File: config.mk
export PLATFORM = sky130hd
export DESIGN_NAME = fetch_stage
export DESIGN_NICKNAME = d
export VERILOG_FILES = /design/src/rtl/fetch_stage.sv
export SDC_FILE = /design/constraint.sdc
export NUM_CORES = 1
export LEC_CHECK = 0
export CAP_MARGIN = 0
export CORE_MARGIN = 2
export CORE_UTILIZATION = 30
export CTS_CLUSTER_SIZE = 30
export DETAILED_ROUTE_END_ITERATION = 6
export PLACE_DENSITY_LB_ADDON = 0.12
export RECOVER_POWER = 25
export SKIP_LAST_GASP = 1
export SYNTH_ARGS = -nofsm -noshare
export SYNTH_HDL_FRONTEND = slang
export SYNTH_SLANG_ARGS = --single-unit
File: constraint.sdc
create_clock -name clock -period 8.9 [get_ports clock]
set_input_delay 2.67 -clock clock [delete_from_list [all_inputs] [get_ports clock]]
set_output_delay 2.67 -clock clock [all_outputs]
set_load 0.05 [all_outputs]
File: src/rtl/fetch_stage.sv
// Instruction fetch stage: owns the PC, presents it to the I-cache, and queues
// each hit {inst, pc} in a FIFO that dispatch drains with a valid/ready handshake.
`ifndef XLEN
`define XLEN 32
`endif

module fetch_stage #(
  parameter int                FB_DEPTH = 8,
  parameter logic [`XLEN-1:0]  RESET_PC = '0
) (
  input  logic                          clock,
  input  logic                          reset,
  input  logic [31:0]                   Icache2proc_data,
  input  logic                          Icache2proc_valid,
  output logic [`XLEN-1:0]              proc2Icache_addr,
  input  logic                          redirect_valid,
  input  logic [`XLEN-1:0]              redirect_pc,
  input  logic                          dispatch_ready,
  output logic                          if_valid,
  output logic [31:0]                   if_inst,
  output logic [`XLEN-1:0]              if_pc,
  output logic [`XLEN-1:0]              if_npc,
  output logic [$clog2(FB_DEPTH+1)-1:0] fb_count,
  output logic                          fb_full
);

  localparam int XLEN = `XLEN;
  localparam int PW   = $clog2(FB_DEPTH);
  localparam int CW   = $clog2(FB_DEPTH+1);
  localparam logic [CW-1:0] DEPTH_C = CW'(FB_DEPTH);

  function automatic logic [XLEN-1:0] word_align(input logic [XLEN-1:0] a);
    return a & ~XLEN'(3);
  endfunction

  // Wraps modulo 2^XLEN, so the last word of the address space steps to 0.
  function automatic logic [XLEN-1:0] pc_inc(input logic [XLEN-1:0] a);
    return a + XLEN'(4);
  endfunction

  logic [XLEN-1:0] pc_q, pc_d;
  logic [PW-1:0]   head_q, head_d;
  logic [PW-1:0]   tail_q, tail_d;
  logic [CW-1:0]   count_q, count_d;

  logic [31:0]     inst_mem_q [FB_DEPTH];
  logic [XLEN-1:0] pc_mem_q   [FB_DEPTH];

  logic empty;
  logic pop;
  logic fire;

  assign empty    = (count_q == '0);
  assign if_valid = !empty && !redirect_valid;
  assign pop      = if_valid && dispatch_ready;
  // A simultaneous pop frees the slot this push needs, so a full buffer can still fire.
  assign fire     = Icache2proc_valid && !redirect_valid && ((count_q < DEPTH_C) || pop);

  assign proc2Icache_addr = pc_q;
  assign fb_count         = count_q;
  assign fb_full          = (count_q == DEPTH_C);

  assign if_inst = empty ? '0 : inst_mem_q[head_q];
  assign if_pc   = empty ? '0 : pc_mem_q[head_q];
  assign if_npc  = empty ? '0 : pc_inc(pc_mem_q[head_q]);

  always_comb begin
    pc_d    = pc_q;
    head_d  = head_q;
    tail_d  = tail_q;
    count_d = count_q;
    if (redirect_valid) begin
      pc_d    = word_align(redirect_pc);
      head_d  = '0;
      tail_d  = '0;
      count_d = '0;
    end else begin
      if (fire) begin
        pc_d   = pc_inc(pc_q);
        tail_d = tail_q + PW'(1);
      end
      if (pop) begin
        head_d = head_q + PW'(1);
      end
      if (fire && !pop) begin
        count_d = count_q + CW'(1);
      end else if (pop && !fire) begin
        count_d = count_q - CW'(1);
      end
    end
  end

  always_ff @(posedge clock) begin
    if (reset) begin
      pc_q    <= word_align(RESET_PC);
      head_q  <= '0;
      tail_q  <= '0;
      count_q <= '0;
    end else begin
      pc_q    <= pc_d;
      head_q  <= head_d;
      tail_q  <= tail_d;
      count_q <= count_d;
    end
  end

  // Entry storage is never reset; occupancy alone decides what is visible.
  always_ff @(posedge clock) begin
    if (fire) begin
      inst_mem_q[tail_q] <= Icache2proc_data;
      pc_mem_q[tail_q]   <= pc_q;
    end
  end

endmodule

==> metrics.md <==
| Metric | Value |
|---|---|
| Status | `finished clean` |
| First-iteration detailed-routing DRC count | `917` |
| H-tree depth | `2` |
| Die Area | `75800 µm²` |
| CP max FO | `45` |
| Hold_buf cts | `0` |
| Minimum clock period | `7760 ps` |
| Setup bufs post-CTS | `0` |
| M1 GR Usage | `20.7%` |
| Max Cap Violations | `0` |
| CP Class | `register to output pin` |
| Hold/Removal Path Class | `register to register` |
| Gr usage total | `14.9%` |
| Hold WS | `525 ps` |
| Syn_area_per_cell | `18.6 µm²` |
| Post-cts resize count | `0` |
| Synth Flop Type | `edfxtp_1` |
| Ratio of cells with drive above 1 in the final layout | `14.9%` |
| Worst-path clk slew | `60 ps` |
| Clock skew | `21.6 ps` |
| Initial antenna violation count | `1` |
| Library cells used by synthesis | `54` |
| FFs w/ async S/R, synth | `0%` |
| Worst endpoint required time | `6230 ps` |
| F_max | `129 MHz` |
| Via Count | `11700` |
| PwrDens | `213 nW/µm²` |
| PnR worst setup slack | `1140 ps` |
| GR Layer Usage met3 | `2.95%` |
| Power Total | `5.74 mW` |
| Placement Cell Area | `25200 µm²` |
| Drt drc | `0` |
| Synth top area cells | `edfxtp_1 67%, mux4_2 8.4%, mux4_1 4.8%, dfxtp_1 3.9%, mux2i_1 2.9%` |
| Die X | `275 µm` |
| Post-synth EDFFs | `496` |
| # diodes | `0` |
| Synth Area in Compound Gates | `1.77%` |
| Worst rel slew slack | `27.3%` |
| Place WS | `1510 ps` |
| CTS Sinks | `539` |
| Finished Cell Area | `27000 µm²` |
| Drt wl/cell | `23.4 µm` |
| Die H | `275 µm` |
| Core area | `73000 µm²` |
| # placed instances | `2306` |
| Critical path data arrival time | `5090 ps` |
| TritonRoute pass-1 iters | `5` |
| Post-Layout Cell Count | `2412` |
| Starting Density | `30.3%` |
| Worst-margin pin slew | `1090 ps` |
| Post-layout util | `37.0%` |
| Largest net degree at the start of global routing | `57` |
| Period utilization | `87.2%` |
| Met2 global-route usage | `24.1%` |
| Antenna-violating nets left | `0` |
| RSZ-0062 raised after global routing | `no` |
| DR vias/cell | `4.84` |
| Synth Area in XOR/XNOR | `1.70%` |
| YS warnings | `0` |
| Clock tree root buffer cell | `clkbuf_16` |
| Post-synthesis mux area share | `16.5%` |
| Sequential share of the synthesized area | `71.3%` |
| Routability Congestion | `0.743` |
| #FFs+latches synth | `539` |
| Worst skew pair latency | `610 ps` |
| Ports | `203` |
| Top cell type's share of synthesized area | `67.4%` |
| CP Capture Type | `output pin` |
| # nets final | `1485` |
| Final slew viol count | `0` |
| Final hold violations | `0` |
| GRT overflow | `0` |
| Final setup viols | `0` |
| CTS tree | `built` |
| Synth area leader | `edfxtp_1` |
| Area grow syn2layout | `22.3%` |
| Cells after synthesis | `1188` |
| Leak | `8.36 nW` |
| First-pass GRT wire length | `82700 µm` |
| Final HPWL DP | `32700 µm` |
| Worst setup SP type | `register` |
| Drt total wl | `56400 µm` |
| Std-Cell Rows | `99` |
| Adder-cell area share of the yosys netlist | `0.487%` |
| Main combinational cell family by area after synthesis | `multiplexers` |
| IO buf count | `194` |
| Post-Route Setup TNS | `0 ps` |
| Cell Area, Synth | `22100 µm²` |
| Post-synthesis simple-gate area fraction | `6.02%` |
| Clock Path Buffers | `3` |
| Vias in the first global route | `12300` |
| CTS Buf Count | `59` |
| Max VDD drop | `0.000141 V` |
| Grt peak-use layer | `met2` |
layout make-up:
cell class | count | area [µm²]
sequential | 539 | 15800
clock inverter | 26 | 248
inverter | 7 | 26.3
clock buffer | 80 | 1600
multi-input combinational | 577 | 5940
fill | 6795 | 45900
tap | 959 | 1200
timing repair buffer | 224 | 2240
layer usage:
metal	vias to the layer above	part of all wire, %
li1	5211	-
met1	6150	46
met2	244	48
met3	77	4.4
met4	0	2.0
met5	-	0
state kept, by name, indices dropped and copies added (netlist names), named ones only:
name,cells
head_q,3
proc2Icache_addr,30
inst_mem_q,256
pc_mem_q,240
fb_count,4
tail_q,3
kinds of logic after synthesis:
| family | after synthesis |
|---|---|
| AOI/OAI and AO/OA | 56 |
| xor gates and xnor gates | 43 |
| adders and majority gates | 8 |
| buffers and inverters | 77 |
| DFF | 539 |
| muxes | 195 |
| other | 1 |
| and+or+nand+nor | 269 |
cell usage after synthesis, types with 10 or more instances:
| library cell | instances |
|---|---|
| xor2_1 | 26 |
| nand4_1 | 10 |
| dfxtp_1 | 43 |
| a211oi_1 | 18 |
| mux4_1 | 40 |
| nor4_1 | 19 |
| nand2_1 | 34 |
| clkbuf_1 | 24 |
| xnor2_1 | 17 |
| mux4_2 | 82 |
| mux2i_1 | 65 |
| and2_1 | 12 |
| nor2_1 | 120 |
| buf_2 | 10 |
| nand3_1 | 17 |
| buf_4 | 11 |
| buf_1 | 12 |
| edfxtp_1 | 496 |
| a21oi_1 | 15 |
| nor3_1 | 22 |
worst max-delay path, cell delays in order (launching register included):
cell             delay (ps)
dfxtp_4                 800
buf_4                   540
mux4_1                  240
and2_1                  130
nor2_1                   60
buf_4                   170
or4_1                   870
nor4_2                  430
mux2_1                  350
clkdlybuf4s50_1         820
power by group:
part	internal (mW)	switching, mW	leakage [nW]
combinational	0.182	0.367	2.59
clock	1.39	0.964	0.896
sequential	2.80	0.0399	4.88
total	4.37	1.37	8.36
cell usage in the layout (no fill, tap or decap), drive strengths merged, types with 10 or more instances in the layout:
master	n
nor4	23
xnor2	17
a211oi	18
dfxtp	43
mux2i	67
edfxtp	496
clkdlybuf4s50	186
nor2	120
a21oi	15
nand3	17
and2	12
clkinv	19
nand2	34
clkbuf	81
nor3	22
xor2	26
mux4	122
buf	29
nand4	10
final timing paths:
check / slack [ps] / end / cells past startpoint / from
worst max-delay path: 1140 / if_npc[29] / 9 / register
worst min-delay path: 530 / head_q[2] / 2 / head_q[2]
worst max register to register: 5660 / fb_count[3] / 11 / fb_count[1]
worst min register to register: 530 / head_q[2] / 2 / head_q[2]
Power figures use the tool's default switching activity.
